File: config.mk
export PLATFORM = sky130hd
export DESIGN_NAME = kmeans_centroid_update_flat
export DESIGN_NICKNAME = d
export VERILOG_FILES = /design/src/rtl/kmeans_pkg.sv /design/src/rtl/kmeans_centroid_update_if.sv /design/src/rtl/seq_divider.sv /design/src/rtl/kmeans_centroid_update.sv /design/src/flat_wrapper.sv
export SDC_FILE = /design/constraint.sdc
export NUM_CORES = 2
export LEC_CHECK = 0
export ABC_CLOCK_PERIOD_IN_PS = 54900
export CAP_MARGIN = 15
export CORE_UTILIZATION = 43
export DETAILED_ROUTE_END_ITERATION = 8
export SLEW_MARGIN = 20
export SYNTH_ARGS = -nofsm -noshare
export SYNTH_HDL_FRONTEND = slang
export SYNTH_SLANG_ARGS = --single-unit
File: constraint.sdc
create_clock -name clk -period 54.9 [get_ports clk]
set_clock_uncertainty 0.15 [all_clocks]
set_input_delay 16.47 -clock clk [delete_from_list [all_inputs] [get_ports clk]]
set_output_delay 16.47 -clock clk [all_outputs]
set_load 0.02 [all_outputs]
File: src/rtl/kmeans_pkg.sv
`default_nettype none
// ============================================================================
// kmeans_pkg : constants and state encoding shared by the K-means stages
// Revision   : 1.0
// ============================================================================
package kmeans_pkg;

  localparam int NUM_CLUSTERS = 3;
  localparam int NUM_DIM      = 4;
  localparam int NUM_RESULTS  = NUM_CLUSTERS * NUM_DIM;

  localparam logic [1:0] CL0     = 2'b00;
  localparam logic [1:0] CL1     = 2'b01;
  localparam logic [1:0] CL2     = 2'b10;
  localparam logic [1:0] CL_NONE = 2'b11;

  typedef enum logic [1:0] {
    ST_ACCUM = 2'd0,
    ST_DIV   = 2'd1,
    ST_OUT   = 2'd2
  } cu_state_t;

endpackage
`default_nettype wire

File: src/rtl/kmeans_centroid_update_if.sv
`default_nettype none
// ============================================================================
// kmeans_centroid_update_if : point stream in, centroid result stream out
// Revision                  : 1.0
// ============================================================================
interface kmeans_centroid_update_if #(
  parameter int DATA_W = 16
) ();

  logic              pt_valid;
  logic              pt_ready;
  logic              pt_last;
  logic [DATA_W-1:0] data_in1;
  logic [DATA_W-1:0] data_in2;
  logic [DATA_W-1:0] data_in3;
  logic [DATA_W-1:0] data_in4;
  logic [1:0]        cluster_addr;
  logic              res_valid;
  logic              res_ready;
  logic [1:0]        res_cluster;
  logic [1:0]        res_dim;
  logic [DATA_W-1:0] res_value;
  logic              res_empty;

  modport slave (
    input  pt_valid, pt_last, data_in1, data_in2, data_in3, data_in4,
           cluster_addr, res_ready,
    output pt_ready, res_valid, res_cluster, res_dim, res_value, res_empty
  );

  modport master (
    output pt_valid, pt_last, data_in1, data_in2, data_in3, data_in4,
           cluster_addr, res_ready,
    input  pt_ready, res_valid, res_cluster, res_dim, res_value, res_empty
  );

endinterface
`default_nettype wire

File: src/rtl/seq_divider.sv
`default_nettype none
// ============================================================================
// seq_divider : unsigned restoring divider, one quotient bit per cycle
// Revision    : 1.0
// ============================================================================
module seq_divider #(
  parameter int DVD_W = 32,
  parameter int DVS_W = 16,
  parameter int Q_W   = 16
) (
  input  wire logic             clk,
  input  wire logic             reset,
  input  wire logic             start,
  input  wire logic [DVD_W-1:0] dividend,
  input  wire logic [DVS_W-1:0] divisor,
  output logic                  done,
  output logic [Q_W-1:0]        quotient
);

  localparam int CW = $clog2(DVD_W + 1);

  logic [DVS_W-1:0] r_rem;
  logic [DVS_W-1:0] r_dvs;
  logic [DVD_W-1:0] r_quo;
  logic [CW-1:0]    r_step;
  logic             r_run;

  logic [DVS_W-1:0] w_rem_src;
  logic [DVS_W-1:0] w_dvs;
  logic [DVD_W-1:0] w_quo_src;
  logic [DVS_W:0]   w_trial;
  logic [DVS_W:0]   w_rem_next;
  logic             w_ge;
  logic [DVD_W-1:0] w_quo_next;
  logic             w_unused;

  // The first iteration runs on the start edge so the last one coincides with done.
  always_comb begin
    w_rem_src  = start ? '0 : r_rem;
    w_quo_src  = start ? dividend : r_quo;
    w_dvs      = start ? divisor : r_dvs;
    w_trial    = {w_rem_src, w_quo_src[DVD_W-1]};
    w_ge       = (w_trial >= {1'b0, w_dvs});
    w_rem_next = w_ge ? (w_trial - {1'b0, w_dvs}) : w_trial;
    w_quo_next = {w_quo_src[DVD_W-2:0], w_ge};
  end

  assign done     = r_run && (r_step == CW'(DVD_W - 1));
  assign quotient = w_quo_next[Q_W-1:0];
  assign w_unused = w_rem_next[DVS_W];

  always_ff @(posedge clk or posedge reset) begin
    if (reset) begin
      r_rem  <= '0;
      r_dvs  <= '0;
      r_quo  <= '0;
      r_step <= '0;
      r_run  <= 1'b0;
    end else if (start) begin
      r_rem  <= w_rem_next[DVS_W-1:0];
      r_dvs  <= divisor;
      r_quo  <= w_quo_next;
      r_step <= CW'(1);
      r_run  <= 1'b1;
    end else if (r_run) begin
      r_rem  <= w_rem_next[DVS_W-1:0];
      r_quo  <= w_quo_next;
      r_step <= r_step + CW'(1);
      if (done) r_run <= 1'b0;
    end
  end

endmodule
`default_nettype wire

File: src/rtl/kmeans_centroid_update.sv
`default_nettype none
// ============================================================================
// kmeans_centroid_update : per-cluster sums/counts, then mean of each coordinate
// Revision               : 1.0
// ============================================================================
module kmeans_centroid_update
  import kmeans_pkg::*;
#(
  parameter int DATA_W = 16,
  parameter int CNT_W  = 16,
  parameter int ACC_W  = 32
) (
  input  wire logic               clk,
  input  wire logic               reset,
  kmeans_centroid_update_if.slave bus,
  output logic                    busy,
  output logic                    ovf
);

  cu_state_t        r_state;
  logic [ACC_W-1:0] r_sum [NUM_CLUSTERS][NUM_DIM];
  logic [CNT_W-1:0] r_cnt [NUM_CLUSTERS];
  logic [3:0]       r_idx;
  logic             r_div_run;

  logic [DATA_W-1:0] w_data [NUM_DIM];
  logic [1:0]        w_cl;
  logic [1:0]        w_dim;
  logic              w_cnt_zero;
  logic              w_div_start;
  logic              w_div_done;
  logic [DATA_W-1:0] w_quo;
  logic              w_accept;

  assign w_data[0]   = bus.data_in1;
  assign w_data[1]   = bus.data_in2;
  assign w_data[2]   = bus.data_in3;
  assign w_data[3]   = bus.data_in4;
  assign w_cl        = r_idx[3:2];
  assign w_dim       = r_idx[1:0];
  assign w_cnt_zero  = (r_cnt[w_cl] == '0);
  assign w_div_start = (r_state == ST_DIV) && !r_div_run && !w_cnt_zero;
  assign w_accept    = bus.pt_valid && (r_state == ST_ACCUM);
  assign bus.pt_ready = (r_state == ST_ACCUM);
  assign busy        = (r_state != ST_ACCUM);

  seq_divider #(
    .DVD_W (ACC_W),
    .DVS_W (CNT_W),
    .Q_W   (DATA_W)
  ) u_div (
    .clk      (clk),
    .reset    (reset),
    .start    (w_div_start),
    .dividend (r_sum[w_cl][w_dim]),
    .divisor  (r_cnt[w_cl]),
    .done     (w_div_done),
    .quotient (w_quo)
  );

  always_ff @(posedge clk or posedge reset) begin
    if (reset) begin
      r_state       <= ST_ACCUM;
      r_idx         <= '0;
      r_div_run     <= 1'b0;
      ovf           <= 1'b0;
      bus.res_valid   <= 1'b0;
      bus.res_value   <= '0;
      bus.res_cluster <= '0;
      bus.res_dim     <= '0;
      bus.res_empty   <= 1'b0;
      for (int c = 0; c < NUM_CLUSTERS; c++) begin
        r_cnt[c] <= '0;
        for (int d = 0; d < NUM_DIM; d++) r_sum[c][d] <= '0;
      end
    end else begin
      case (r_state)
        ST_ACCUM: begin
          if (w_accept) begin
            if (bus.cluster_addr != CL_NONE) begin
              // A saturated count would corrupt the mean, so the point is dropped.
              if (r_cnt[bus.cluster_addr] == '1) begin
                ovf <= 1'b1;
              end else begin
                r_cnt[bus.cluster_addr] <= r_cnt[bus.cluster_addr] + CNT_W'(1);
                for (int d = 0; d < NUM_DIM; d++)
                  r_sum[bus.cluster_addr][d] <= r_sum[bus.cluster_addr][d] + ACC_W'(w_data[d]);
              end
            end
            if (bus.pt_last) begin
              r_state <= ST_DIV;
              r_idx   <= '0;
            end
          end
        end
        ST_DIV: begin
          if (w_cnt_zero) begin
            bus.res_valid   <= 1'b1;
            bus.res_value   <= '0;
            bus.res_empty   <= 1'b1;
            bus.res_cluster <= w_cl;
            bus.res_dim     <= w_dim;
            r_state         <= ST_OUT;
          end else if (w_div_done) begin
            bus.res_valid   <= 1'b1;
            bus.res_value   <= w_quo;
            bus.res_empty   <= 1'b0;
            bus.res_cluster <= w_cl;
            bus.res_dim     <= w_dim;
            r_div_run       <= 1'b0;
            r_state         <= ST_OUT;
          end else if (w_div_start) begin
            r_div_run <= 1'b1;
          end
        end
        ST_OUT: begin
          if (bus.res_ready) begin
            bus.res_valid <= 1'b0;
            if (r_idx == 4'(NUM_RESULTS - 1)) begin
              for (int c = 0; c < NUM_CLUSTERS; c++) begin
                r_cnt[c] <= '0;
                for (int d = 0; d < NUM_DIM; d++) r_sum[c][d] <= '0;
              end
              r_state <= ST_ACCUM;
            end else begin
              r_idx   <= r_idx + 4'd1;
              r_state <= ST_DIV;
            end
          end
        end
        default: r_state <= ST_ACCUM;
      endcase
    end
  end

endmodule
`default_nettype wire

File: src/flat_wrapper.sv
// flat-port wrapper written by rule: the top's interface ports become plain ports
module kmeans_centroid_update_flat import kmeans_pkg::*;
#(
  parameter int DATA_W = 16,
  parameter int CNT_W  = 16,
  parameter int ACC_W  = 32
)
  (clk, reset, busy, ovf, bus_pt_valid, bus_pt_last, bus_data_in1, bus_data_in2, bus_data_in3, bus_data_in4, bus_cluster_addr, bus_res_ready, bus_pt_ready, bus_res_valid, bus_res_cluster, bus_res_dim, bus_res_value, bus_res_empty);
  kmeans_centroid_update_if #(.DATA_W(DATA_W)) bus_i ();
  input  wire logic clk;
  input  wire logic reset;
  output logic busy;
  output logic ovf;
  input wire logic [$bits(bus_i.pt_valid)-1:0] bus_pt_valid;
  input wire logic [$bits(bus_i.pt_last)-1:0] bus_pt_last;
  input wire logic [$bits(bus_i.data_in1)-1:0] bus_data_in1;
  input wire logic [$bits(bus_i.data_in2)-1:0] bus_data_in2;
  input wire logic [$bits(bus_i.data_in3)-1:0] bus_data_in3;
  input wire logic [$bits(bus_i.data_in4)-1:0] bus_data_in4;
  input wire logic [$bits(bus_i.cluster_addr)-1:0] bus_cluster_addr;
  input wire logic [$bits(bus_i.res_ready)-1:0] bus_res_ready;
  output wire logic [$bits(bus_i.pt_ready)-1:0] bus_pt_ready;
  output wire logic [$bits(bus_i.res_valid)-1:0] bus_res_valid;
  output wire logic [$bits(bus_i.res_cluster)-1:0] bus_res_cluster;
  output wire logic [$bits(bus_i.res_dim)-1:0] bus_res_dim;
  output wire logic [$bits(bus_i.res_value)-1:0] bus_res_value;
  output wire logic [$bits(bus_i.res_empty)-1:0] bus_res_empty;
  assign bus_i.pt_valid = bus_pt_valid;
  assign bus_i.pt_last = bus_pt_last;
  assign bus_i.data_in1 = bus_data_in1;
  assign bus_i.data_in2 = bus_data_in2;
  assign bus_i.data_in3 = bus_data_in3;
  assign bus_i.data_in4 = bus_data_in4;
  assign bus_i.cluster_addr = bus_cluster_addr;
  assign bus_i.res_ready = bus_res_ready;
  assign bus_pt_ready = bus_i.pt_ready;
  assign bus_res_valid = bus_i.res_valid;
  assign bus_res_cluster = bus_i.res_cluster;
  assign bus_res_dim = bus_i.res_dim;
  assign bus_res_value = bus_i.res_value;
  assign bus_res_empty = bus_i.res_empty;
  kmeans_centroid_update #(.DATA_W(DATA_W), .CNT_W(CNT_W), .ACC_W(ACC_W)) u_core (.clk(clk), .reset(reset), .bus(bus_i), .busy(busy), .ovf(ovf));
endmodule
==> results.md <==
- The smallest clock period supported by the final layout is computed as 21270 ps.
- The most frequent standard cell in the layout excluding fill and tap cells is dfrtp_1.
- The tightest slew margin relative to the limit is 0.259.
- The max-slew violation count came to 0.
- Among all flip-flop cells after synthesis, the most frequent one is dfrtp_1.
- The post-cts repair resize count is 0.
- The adder-cell share of the synthesized area is 0.0386.
- The most used cell along the critical path is buf_4.
- The final wirelength is 98500 µm.
- The setup slack of the critical path after layout is 33630 ps.
- The finished cells cover 34500 µm².
- Across the VDD grid, the largest voltage drop is 0.0442 mV.
- The nature of the critical path endpoint is a flip-flop.
- The number of buffers inserted by post-CTS setup repair is 0.
- After detailed routing, the number of remaining DRC violations is 0.
- For this run, the total global-route usage over all layers was measured as 0.267.
- Counting flops with a built-in enable in the synthesized netlist gives 0.
- The data required time at the worst endpoint is 55300 ps.
- The floorplan step defined a die boundary enclosing 73400 µm².
- The count of yosys warnings during synthesis is 0.
- For this design the static power due to leakage is 14.9 nW.
- From left edge to right edge, the die measures 271 µm.
- After clock tree synthesis, the clock-pin slew on the worst setup and hold paths is 60 ps.
- The worst setup path is launched from a primary input.
- Traced cell by cell, the critical path runs through buf_4 > and2b_4 > buf_4 > o2bb2ai_1 > nand3_2 > nand4b_1 > or4_1 > nand4b_1 > buf_4 > buf_4 > a22o_1.
- The clock sink count is 533.
- The cell type group with the largest total delay on the critical path is buffers and inverters.
- Among all stages on the critical path, the largest delay is contributed by or4_1.
- The first TritonRoute pass finished after 6 iterations.
- The total of fill cells in the finished design is 6482.
- The global route total overflow is 0.
- Counting flops and latches in the post-synthesis netlist gives 533.
- The sum of negative setup slack is 0 ps.
- The floorplan step defined a core boundary enclosing 71500 µm².
- The run finished with clean final reports.
- Of the total synthesized cell area, the portion taken by AND, OR, NAND and NOR gates is 0.0987.
- In the final layout, the share of cells above drive strength 1 is 0.0953.
- For this run, the number of standard cells in the final layout without fillers is 3972.
- Of the total synthesized cell area, the portion taken by XOR and XNOR cells is 0.0420.
- In the synthesized netlist, the number of instances is 2995.
- The detailed router's first-iteration violation count is 2446.
- The via count of the first global-routing pass was 25000.
- The number of antenna violations at the first check in global routing came to 2.
- For this run, the slowest stage of the critical path takes 830 ps.
- The total power density per cell area is 46.7 nW/µm².
- Once detail routing completed, the nets flagged for antenna violations numbered 0.
- The number of hold-slack violations in the final timing report is 0.
- Leaving out fill and tap cells, the most frequent cells in the layout are 529 x dfrtp_1, 398 x nand2_1, 349 x o21ai_0, 245 x a22o_1, 226 x mux2i_1.
- The synthesized netlist occupies a cell area of 31100 µm².
- The combined buffer and inverter count along the critical path is 4.
- The CTS tree is built.
- By area, the combinational part of the netlist is dominated by compound AO/OA/AOI/OAI gates.
- Buffers inserted to repair hold after CTS numbered 0.
- The floorplan step set the die height to 271 µm.
- The post-place instance area is 32500 µm².
- The setup slack at placement is 33140 ps.
- Data on the critical path arrives at its endpoint at 21670 ps.
- The startpoint-to-endpoint class of the critical path is in2reg.
- The initial utilization of the core area, before any placement, comes to 0.435.
- The routability congestion estimate from global placement is 0.889.
- The first-pass GRT wire length is 153000 µm.
- Along the worst path, the maximum fanout reaches 73.
- The reported max-cap violation count is 0.
- In this run the clock root is driven by a clkbuf_16.
- The path type of the worst min-delay path is reg2reg.
- The count of placed standard cells including taps is 3868.
- The HPWL after detailed placement is 63000 µm.
- In this run the mean area of a mapped cell was 10.4 µm².
- Dividing the detail-routed via count by the number of cells gives 6.26.
- The portion of the post-synthesis area used by sequential elements is 0.429.
- Input and output buffers added on the ports amount to 95.
- The maximum achievable frequency is 47.0 MHz.
- CTS built an H-tree with a depth of 2.
- The number of unique standard cell types used by synthesis is 74.
- The final route contains 24900 vias.
- The maximum number of pins on one net before global-route repair is 81.
- The clock latency on the worst-skew pair is 630 ps.
- Setup repair after global routing left no endpoint under its margin.
- Dividing the detail-routed wire length by the instance count gives 24.8 µm.
- The maximum number of buffers from clock root to sink is 3.
- The area added between synthesis and finish is 11.0%.
- Synthesis produced a netlist with a net count of 3159.
- After synthesis, the share of flip-flops with an asynchronous set or reset is 1.00.
- The final net count is 3143.
- The share of synthesized area spent on multiplexers is 0.150.
- For the pin with the worst max-slew slack, the measured transition is 1110 ps.
- Clock tree synthesis inserted a total of 59 buffers.
- The floorplan has 98 rows.
- For this design the top-level I/O count stands at 96.
- Of the available clock period, the critical path in the final layout requires 0.387.
- Setup violations remaining at the end of the flow were counted as 0.
- The area fraction in compound gates after synthesis is 0.199.
- The number of inserted diodes is 0.
per-layer routing:
metal | track usage | part of all wire
met1 | 0.385 | 0.45
met2 | 0.415 | 0.46
met3 | 0.0450 | 0.076
met4 | 0.0688 | 0.020
met5 | 0 | 0
synth_stat cells (all sizes together), types with 5 or more instances:
| library cell | number | area (µm²) |
|---|---|---|
| a2bb2oi | 13 | 114 |
| nand4 | 22 | 144 |
| fa | 5 | 100 |
| mux4 | 96 | 2160 |
| nand2b | 10 | 62.6 |
| a31oi | 18 | 113 |
| a211oi | 26 | 195 |
| xor2 | 63 | 552 |
| nand3 | 40 | 210 |
| inv | 47 | 176 |
| a22o | 245 | 2150 |
| o211ai | 6 | 45.0 |
| nor3 | 25 | 125 |
| o22ai | 7 | 43.8 |
| dfrtp | 533 | 13300 |
| nand3b | 6 | 45.0 |
| a21o | 29 | 218 |
| nor4 | 8 | 50.1 |
| mux2i | 226 | 2260 |
| o2bb2ai | 52 | 462 |
| o21ai | 351 | 1760 |
| clkbuf | 87 | 330 |
| a21oi | 109 | 546 |
| o21bai | 19 | 143 |
| and2 | 18 | 113 |
| mux2 | 21 | 236 |
| buf | 127 | 843 |
| xnor2 | 86 | 753 |
| nor2b | 21 | 131 |
| and3 | 5 | 31.3 |
| o21a | 7 | 52.6 |
| nand2 | 398 | 1490 |
| ha | 88 | 1100 |
| nor2 | 120 | 450 |
state kept, by name, summed over array words and instances, names as in the netlist, 4 cells and up:
| name | count |
|---|---|
| u_core.u_div.r_dvs | 16 |
| u_core.r_cnt | 48 |
| u_core.bus.res_value | 16 |
| u_core.u_div.r_rem | 16 |
| u_core.r_idx | 4 |
| u_core.u_div.r_quo | 32 |
| u_core.r_sum | 384 |
| u_core.u_div.r_step | 6 |
tightest hold or removal path, delay by kind of cell (launching register included):
family	cells	cell delay, ps
flip-flops	1	320
AND/OR/NAND/NOR	2	130
through the flow:
step                      total power, mW  utilization  hold WS (ps)
after detailed placement             1.19        0.454           325
after floorplan                     0.999            -           296
after CTS                            1.61        0.483           341
after global placement               1.17        0.454           320
after global routing                 1.69        0.483           364
final                                1.61        0.483           338
power by group:
group | internal (mW) | switching [mW] | total (mW)
logic | 0.250 | 0.375 | 0.626
registers | 0.478 | 0.0920 | 0.570
clock network | 0.250 | 0.168 | 0.417
cell type report:
| cell class | instances | area [µm²] | area share |
|---|---|---|---|
| clock buffers | 87 | 1770 | 0.0514 |
| clock inverters | 17 | 255 | 0.00740 |
| inverters | 47 | 184 | 0.00533 |
| multi-input cells | 2201 | 16500 | 0.478 |
| flip-flops and latches | 533 | 13400 | 0.387 |
| well taps | 950 | 1190 | 0.0344 |
| repair buffers | 137 | 1270 | 0.0368 |
final timing paths:
| path | startpoint | endpoint | slack [ps] | depth (start not counted) |
|---|---|---|---|---|
| min in group asynchronous | reset | u_core.bus.res_value[2] | 16160 | 2 |
| worst max register to register | u_core.r_idx[2] | u_core.u_div.r_rem[3] | 48370 | 17 |
| worst max-delay path | bus_cluster_addr[1] | u_core.r_sum[297] | 33630 | 11 |
| max in group asynchronous | reset | u_core.r_sum[143] | 35380 | 5 |
| worst min-delay path | u_core.u_div.r_dvs[0] | u_core.u_div.r_dvs[0] | 340 | 2 |
| worst min register to register | u_core.u_div.r_dvs[0] | u_core.u_div.r_dvs[0] | 340 | 2 |
cells by family (layout without fill, tap and decap cells):
logic type / Yosys count / after routing
AO/OA/AOI/OAI: 919 / 919
buffers and inverters: 261 / 288
multiplexers: 343 / 343
adder cells (fa/ha/maj): 93 / 93
flip-flops: 533 / 533
XOR/XNOR: 149 / 149
AND/OR/NAND/NOR: 697 / 697
Power figures use the tool's default switching activity.
